<file path="src/rtl/knight_pkg.sv">
// Shared constants for the knight's-tour command path: cmd_proc opcodes, headings,
// response bytes and the sequencer state encoding.
package knight_pkg;

  localparam int NUM_MOVES_DEFAULT = 24;

  localparam logic [3:0] OP_MOVE         = 4'h2;
  localparam logic [3:0] OP_MOVE_FANFARE = 4'h3;

  localparam logic [7:0] HDG_N = 8'h00;
  localparam logic [7:0] HDG_W = 8'h3F;
  localparam logic [7:0] HDG_S = 8'h7F;
  localparam logic [7:0] HDG_E = 8'hBF;

  localparam logic [7:0] POS_ACK = 8'hA5;
  localparam logic [7:0] ACK     = 8'h5A;

  typedef enum logic [2:0] {
    IDLE,
    VERT,
    WAIT_V,
    HORZ,
    WAIT_H
  } state_t;

  function automatic logic [15:0] make_cmd(input logic [3:0] op,
                                           input logic [7:0] hdg,
                                           input logic [3:0] sq);
    return {op, hdg, sq};
  endfunction

endpackage

</file>
<file path="src/rtl/tour_move_decode.sv">
// Turns a one-hot knight move into its two cmd_proc legs: a plain vertical MOVE
// followed by a horizontal MOVE_FANFARE. valid is low unless exactly one bit is set.
module tour_move_decode
  import knight_pkg::*;
(
  input  logic [7:0]  move,
  output logic [15:0] vert_cmd,
  output logic [15:0] horz_cmd,
  output logic        valid
);

  localparam logic [7:0] VERT_HDG [8] = '{HDG_N, HDG_N, HDG_N, HDG_S, HDG_S, HDG_S, HDG_S, HDG_N};
  localparam logic [3:0] VERT_SQ  [8] = '{4'd2,  4'd2,  4'd1,  4'd1,  4'd2,  4'd2,  4'd1,  4'd1};
  localparam logic [7:0] HORZ_HDG [8] = '{HDG_E, HDG_W, HDG_W, HDG_W, HDG_W, HDG_E, HDG_E, HDG_E};
  localparam logic [3:0] HORZ_SQ  [8] = '{4'd1,  4'd1,  4'd2,  4'd2,  4'd1,  4'd1,  4'd2,  4'd2};

  // OR of per-bit terms: exact for one-hot input, don't-care otherwise (valid is low).
  always_comb begin
    vert_cmd = 16'h0000;
    horz_cmd = 16'h0000;
    for (int b = 0; b < 8; b++) begin
      if (move[b]) begin
        vert_cmd = vert_cmd | make_cmd(OP_MOVE, VERT_HDG[b], VERT_SQ[b]);
        horz_cmd = horz_cmd | make_cmd(OP_MOVE_FANFARE, HORZ_HDG[b], HORZ_SQ[b]);
      end
    end
  end

  assign valid = (move != 8'h00) && ((move & (move - 8'd1)) == 8'h00);

endmodule

</file>
<file path="src/rtl/tour_cmd_sequencer.sv">
// Arbitrates cmd_proc between the UART and the tour replay: UART passes through when
// idle; after start_tour each solver move is issued as a vertical then a horizontal leg.
module tour_cmd_sequencer
  import knight_pkg::*;
#(
  parameter int NUM_MOVES = NUM_MOVES_DEFAULT
) (
  input  logic        clk,
  input  logic        rst_n,
  input  logic        start_tour,
  input  logic [7:0]  move,
  output logic [4:0]  mv_indx,
  input  logic [15:0] cmd_UART,
  input  logic        cmd_rdy_UART,
  output logic        clr_cmd_rdy_UART,
  output logic [15:0] cmd,
  output logic        cmd_rdy,
  input  logic        clr_cmd_rdy,
  input  logic        send_resp,
  output logic [7:0]  resp,
  output logic        tour_err
);

  localparam logic [4:0] LAST_IDX = 5'(NUM_MOVES - 1);

  state_t      state_q, state_d;
  logic [4:0]  mv_indx_q, mv_indx_d;
  logic        tour_err_q, tour_err_d;
  logic [15:0] vert_cmd, horz_cmd;
  logic        move_valid;

  tour_move_decode u_decode (
    .move     (move),
    .vert_cmd (vert_cmd),
    .horz_cmd (horz_cmd),
    .valid    (move_valid)
  );

  always_ff @(posedge clk or negedge rst_n) begin
    if (!rst_n) begin
      state_q    <= IDLE;
      mv_indx_q  <= 5'd0;
      tour_err_q <= 1'b0;
    end else begin
      state_q    <= state_d;
      mv_indx_q  <= mv_indx_d;
      tour_err_q <= tour_err_d;
    end
  end

  always_comb begin
    state_d          = state_q;
    mv_indx_d        = mv_indx_q;
    tour_err_d       = 1'b0;
    cmd              = cmd_UART;
    cmd_rdy          = 1'b0;
    clr_cmd_rdy_UART = 1'b0;
    resp             = POS_ACK;
    case (state_q)
      IDLE: begin
        cmd              = cmd_UART;
        cmd_rdy          = cmd_rdy_UART;
        clr_cmd_rdy_UART = clr_cmd_rdy;
        resp             = ACK;
        if (start_tour) begin
          mv_indx_d = 5'd0;
          state_d   = VERT;
        end
      end
      VERT: begin
        cmd = vert_cmd;
        // A corrupt move aborts before anything reaches cmd_proc.
        if (!move_valid) begin
          tour_err_d = 1'b1;
          mv_indx_d  = 5'd0;
          state_d    = IDLE;
        end else begin
          cmd_rdy = 1'b1;
          if (clr_cmd_rdy) state_d = WAIT_V;
        end
      end
      WAIT_V: begin
        cmd = vert_cmd;
        if (send_resp) state_d = HORZ;
      end
      HORZ: begin
        cmd     = horz_cmd;
        cmd_rdy = 1'b1;
        if (clr_cmd_rdy) state_d = WAIT_H;
      end
      WAIT_H: begin
        cmd = horz_cmd;
        if (send_resp) begin
          if (mv_indx_q == LAST_IDX) begin
            state_d = IDLE;
          end else begin
            mv_indx_d = mv_indx_q + 5'd1;
            state_d   = VERT;
          end
        end
      end
      default: state_d = IDLE;
    endcase
  end

  assign mv_indx  = mv_indx_q;
  assign tour_err = tour_err_q;

endmodule

</file>
<file path="config.mk">
export PLATFORM = sky130hd
export DESIGN_NAME = tour_cmd_sequencer
export DESIGN_NICKNAME = d
export VERILOG_FILES = /design/src/rtl/knight_pkg.sv /design/src/rtl/tour_move_decode.sv /design/src/rtl/tour_cmd_sequencer.sv
export SDC_FILE = /design/constraint.sdc
export NUM_CORES = 1
export LEC_CHECK = 0
export ABC_CLOCK_PERIOD_IN_PS = 1900
export BUFFER_PORTS_ARGS = -buffer_cell sky130_fd_sc_hd__buf_2
export CORE_ASPECT_RATIO = 1.75
export CORE_MARGIN = 4
export CORE_UTILIZATION = 45
export CTS_CLUSTER_SIZE = 14
export DETAILED_ROUTE_END_ITERATION = 6
export PLACE_DENSITY = 0.82
export REMOVE_ABC_BUFFERS = 1
export SYNTH_ARGS = -nofsm -noshare
export SYNTH_HDL_FRONTEND = slang
export SYNTH_HIERARCHICAL = 1
export SYNTH_SLANG_ARGS = --single-unit
</file>
<file path="constraint.sdc">
create_clock -name clk -period 1.9 [get_ports clk]
set_input_delay 0.38 -clock clk [delete_from_list [all_inputs] [get_ports clk]]
set_output_delay 0.38 -clock clk [all_outputs]
set_load 0.02 [all_outputs]
</file>
==> summary.md <==
| Metric | Value |
|---|---|
| Status | complete, but fails checks |
| Failing checks | setup timing |
| DRC Markers | 0 |
| Count of state elements after synthesis | 9 |
| CTS Buf Count | 3 |
| Non-Filler Instances | 337 |
| Die Y-Extent | 86.7 µm |
| Post-Syn Area | 0.00159 mm² |
| Share of cells above drive strength 1 | 65.1% |
| Synth Warn # | 6 |
| Synthesized instance count | 212 |
| Average wire per standard cell | 18.2 µm |
| Final hold vios | 0 |
| Core footprint | 0.00340 mm² |
| Final period util | 116% |
| DR pass1 iterations | 4 |
| Leakage | 1.10 nW |
| Slew Limit Fails | 0 |
| Root Buffer | clkbuf_8 |
| Crit Path Category | register to primary output |
| Hold path cells | 2 |
| Peak VDD IR | 0.625 mV |
| GRT Util Overall | 23.7% |
| Worst-case reg-to-reg path depth | 6 |
| Initial antenna violation count | 0 |
| Max-cap viol count | 0 |
| Full die area | 0.00460 mm² |
| First-pass GRT wire length | 8.38 mm |
| CTS tree | built |
| Post-synthesis sequential area ratio | 14.1% |
| Largest net degree at the start of global routing | 19 |
| Clk_lat worst skew | 0.24 ns |
| Initial DRC count | 68 |
| Post-DP HPWL | 3.52 mm |
| Drt total wl | 6.12 mm |
| Global route overflow | 0 |
| Total number of H-tree levels | 1 |
| Most frequent cells in the layout | 49 x buf_2, 42 x buf_4, 20 x o22ai_1 |
| P&R area growth vs syn | 59.5% |
| Clock period minus final worst setup slack | 2.21 ns |
| # port buffers | 61 |
| Placed cell count | 317 |
| Number of global-route vias before repair | 1862 |
| Post-synth ARST share | 100% |
| Netlist cell types | 46 |
| Die W | 53.0 µm |
| Max FO, Critical Path | 5 |
| Hold WC Path Type | input pin to register |
| Commonest non-fill, non-tap cell in the layout | buf_2 |
| Crit path capture type | primary output |
| Mean Syn Cell Area | 7.52 µm² |
| Sink Count | 9 |
| Num rows | 28 |
| Fmax | 453 MHz |
| Setup violators final | 22 |
| Worst EP required | 1.52 ns |
| Reg clk slew, reported paths | 0.04 ns |
| Final RePlAce weighted congestion | 0.866 |
| IO Pins | 62 |
| PwrDens | 956 mW/mm² |
| CP arrival | 1.83 ns |
| Startpoint Class | register |
| Final #Nets | 324 |
| Post-DRT Antenna Nets | 0 |
| PnR worst setup slack | -0.309 ns |
| Initial Util | 46.9% |
| Ant. Diodes | 0 |
| Via count | 2046 |
| Post-synth EDFFs | 0 |
| Final design utilization | 74.8% |
| Clock Tree Buf Depth | 2 |
| Ys flop type | dfrtp_1 |
| Vias per cell | 6.07 |
| Setup Skew | 0.0103 ns |
| RSZ-0062 raised after global routing | yes |
## critical path: stages (launching register included)
cell and delay [ns]:
dfrtp_1 0.43, or3b_4 0.28, o21a_4 0.17, buf_6 0.13, nor2_1 0.04, a211oi_1 0.30
buf_2 0.23
## registers in the layout, summed over array words and instances (netlist names)
register and cells:
mv_indx 5, state_q 3, tour_err 1
## power breakdown
| part | internal, mW | total, mW | switching, mW | leakage (nW) |
|---|---|---|---|---|
| clock | 0.147 | 0.233 | 0.0862 | 0.0228 |
| sequential | 0.219 | 0.247 | 0.0279 | 0.118 |
| combinational | 0.917 | 1.95 | 1.03 | 0.955 |
## cells in the mapped netlist (all sizes together), types with 4 or more instances
library cell / count / area, µm²
a211oi: 16 / 120
a21oi: 5 / 25.0
buf: 43 / 309
clkbuf: 4 / 15.0
dfrtp: 9 / 225
mux2: 16 / 180
nand2: 9 / 33.8
nor2: 24 / 90.1
nor3: 4 / 25.0
o21ai: 5 / 25.0
o22ai: 33 / 206
or2: 4 / 27.5
## per-stage QoR
stage	TNS, ns	instance area, µm²	setup WS [ns]	hold WS [ns]	total power [mW]
5_1_grt	-5.08	2540	-0.295	0.400	2.53
3_3_place_gp	-4.21	1960	-0.372	0.240	1.70
3_5_place_dp	-5.04	1960	-0.449	0.246	1.72
6_report	-4.01	2540	-0.309	0.396	2.43
4_1_cts	-3.53	2340	-0.295	0.376	2.22
2_1_floorplan	-21.64	1310	-1.95	0.0844	1.13
## per-layer routing
metal | vias up | GRT usage [%] | wire length, µm
li1 | 922 | - | -
met4 | 0 | 10.7 | 313
met1 | 975 | 25.7 | 2020
met3 | 35 | 3.44 | 392
met5 | - | 0 | 0
met2 | 114 | 43.1 | 3400
## worst paths after layout
| kind | slack, ns | endpoint | from |
|---|---|---|---|
| min | 0.40 | state_q[2] | send_resp |
| min reg2reg | 0.56 | mv_indx[1] | mv_indx[1] |
| max | -0.31 | cmd[5] | state_q[2] |
| max in group asynchronous | 1.15 | state_q[1] | rst_n |
| min in group asynchronous | 0.53 | mv_indx[3] | rst_n |
| max reg2reg | 0.06 | mv_indx[4] | state_q[0] |
## kinds of logic after synthesis
kind of cell | count (synthesis) | share of synthesized area, %
and+or+nand+nor | 62 | 21.1
muxes | 17 | 11.9
buffers and inverters | 50 | 21.0
adders and majority gates | 1 | 0.785
AOI/OAI and AO/OA | 71 | 30.2
xor gates and xnor gates | 1 | 0.550
DFF | 9 | 14.1
other | 1 | 0.235
## timing repair
| item | in CTS | in global routing |
|---|---|---|
| hold buffers | 1 | 0 |
| resized for setup | 59 | 48 |
| pin swaps | 19 | 14 |
| buffers inserted | 11 | 6 |
| cloned | 2 | 0 |
| endpoints found under the setup margin | 22 | 29 |
| endpoints found under the hold margin | 9 | 0 |
## area by class of cell
cell class | count | area [µm²]
clock buffer | 4 | 45.0
fill | 249 | 856
inverter | 3 | 13.8
multi-input combinational | 164 | 1370
sequential | 9 | 228
tap | 45 | 56.3
timing repair buffer | 112 | 826
(Power assumes the default switching activity.)
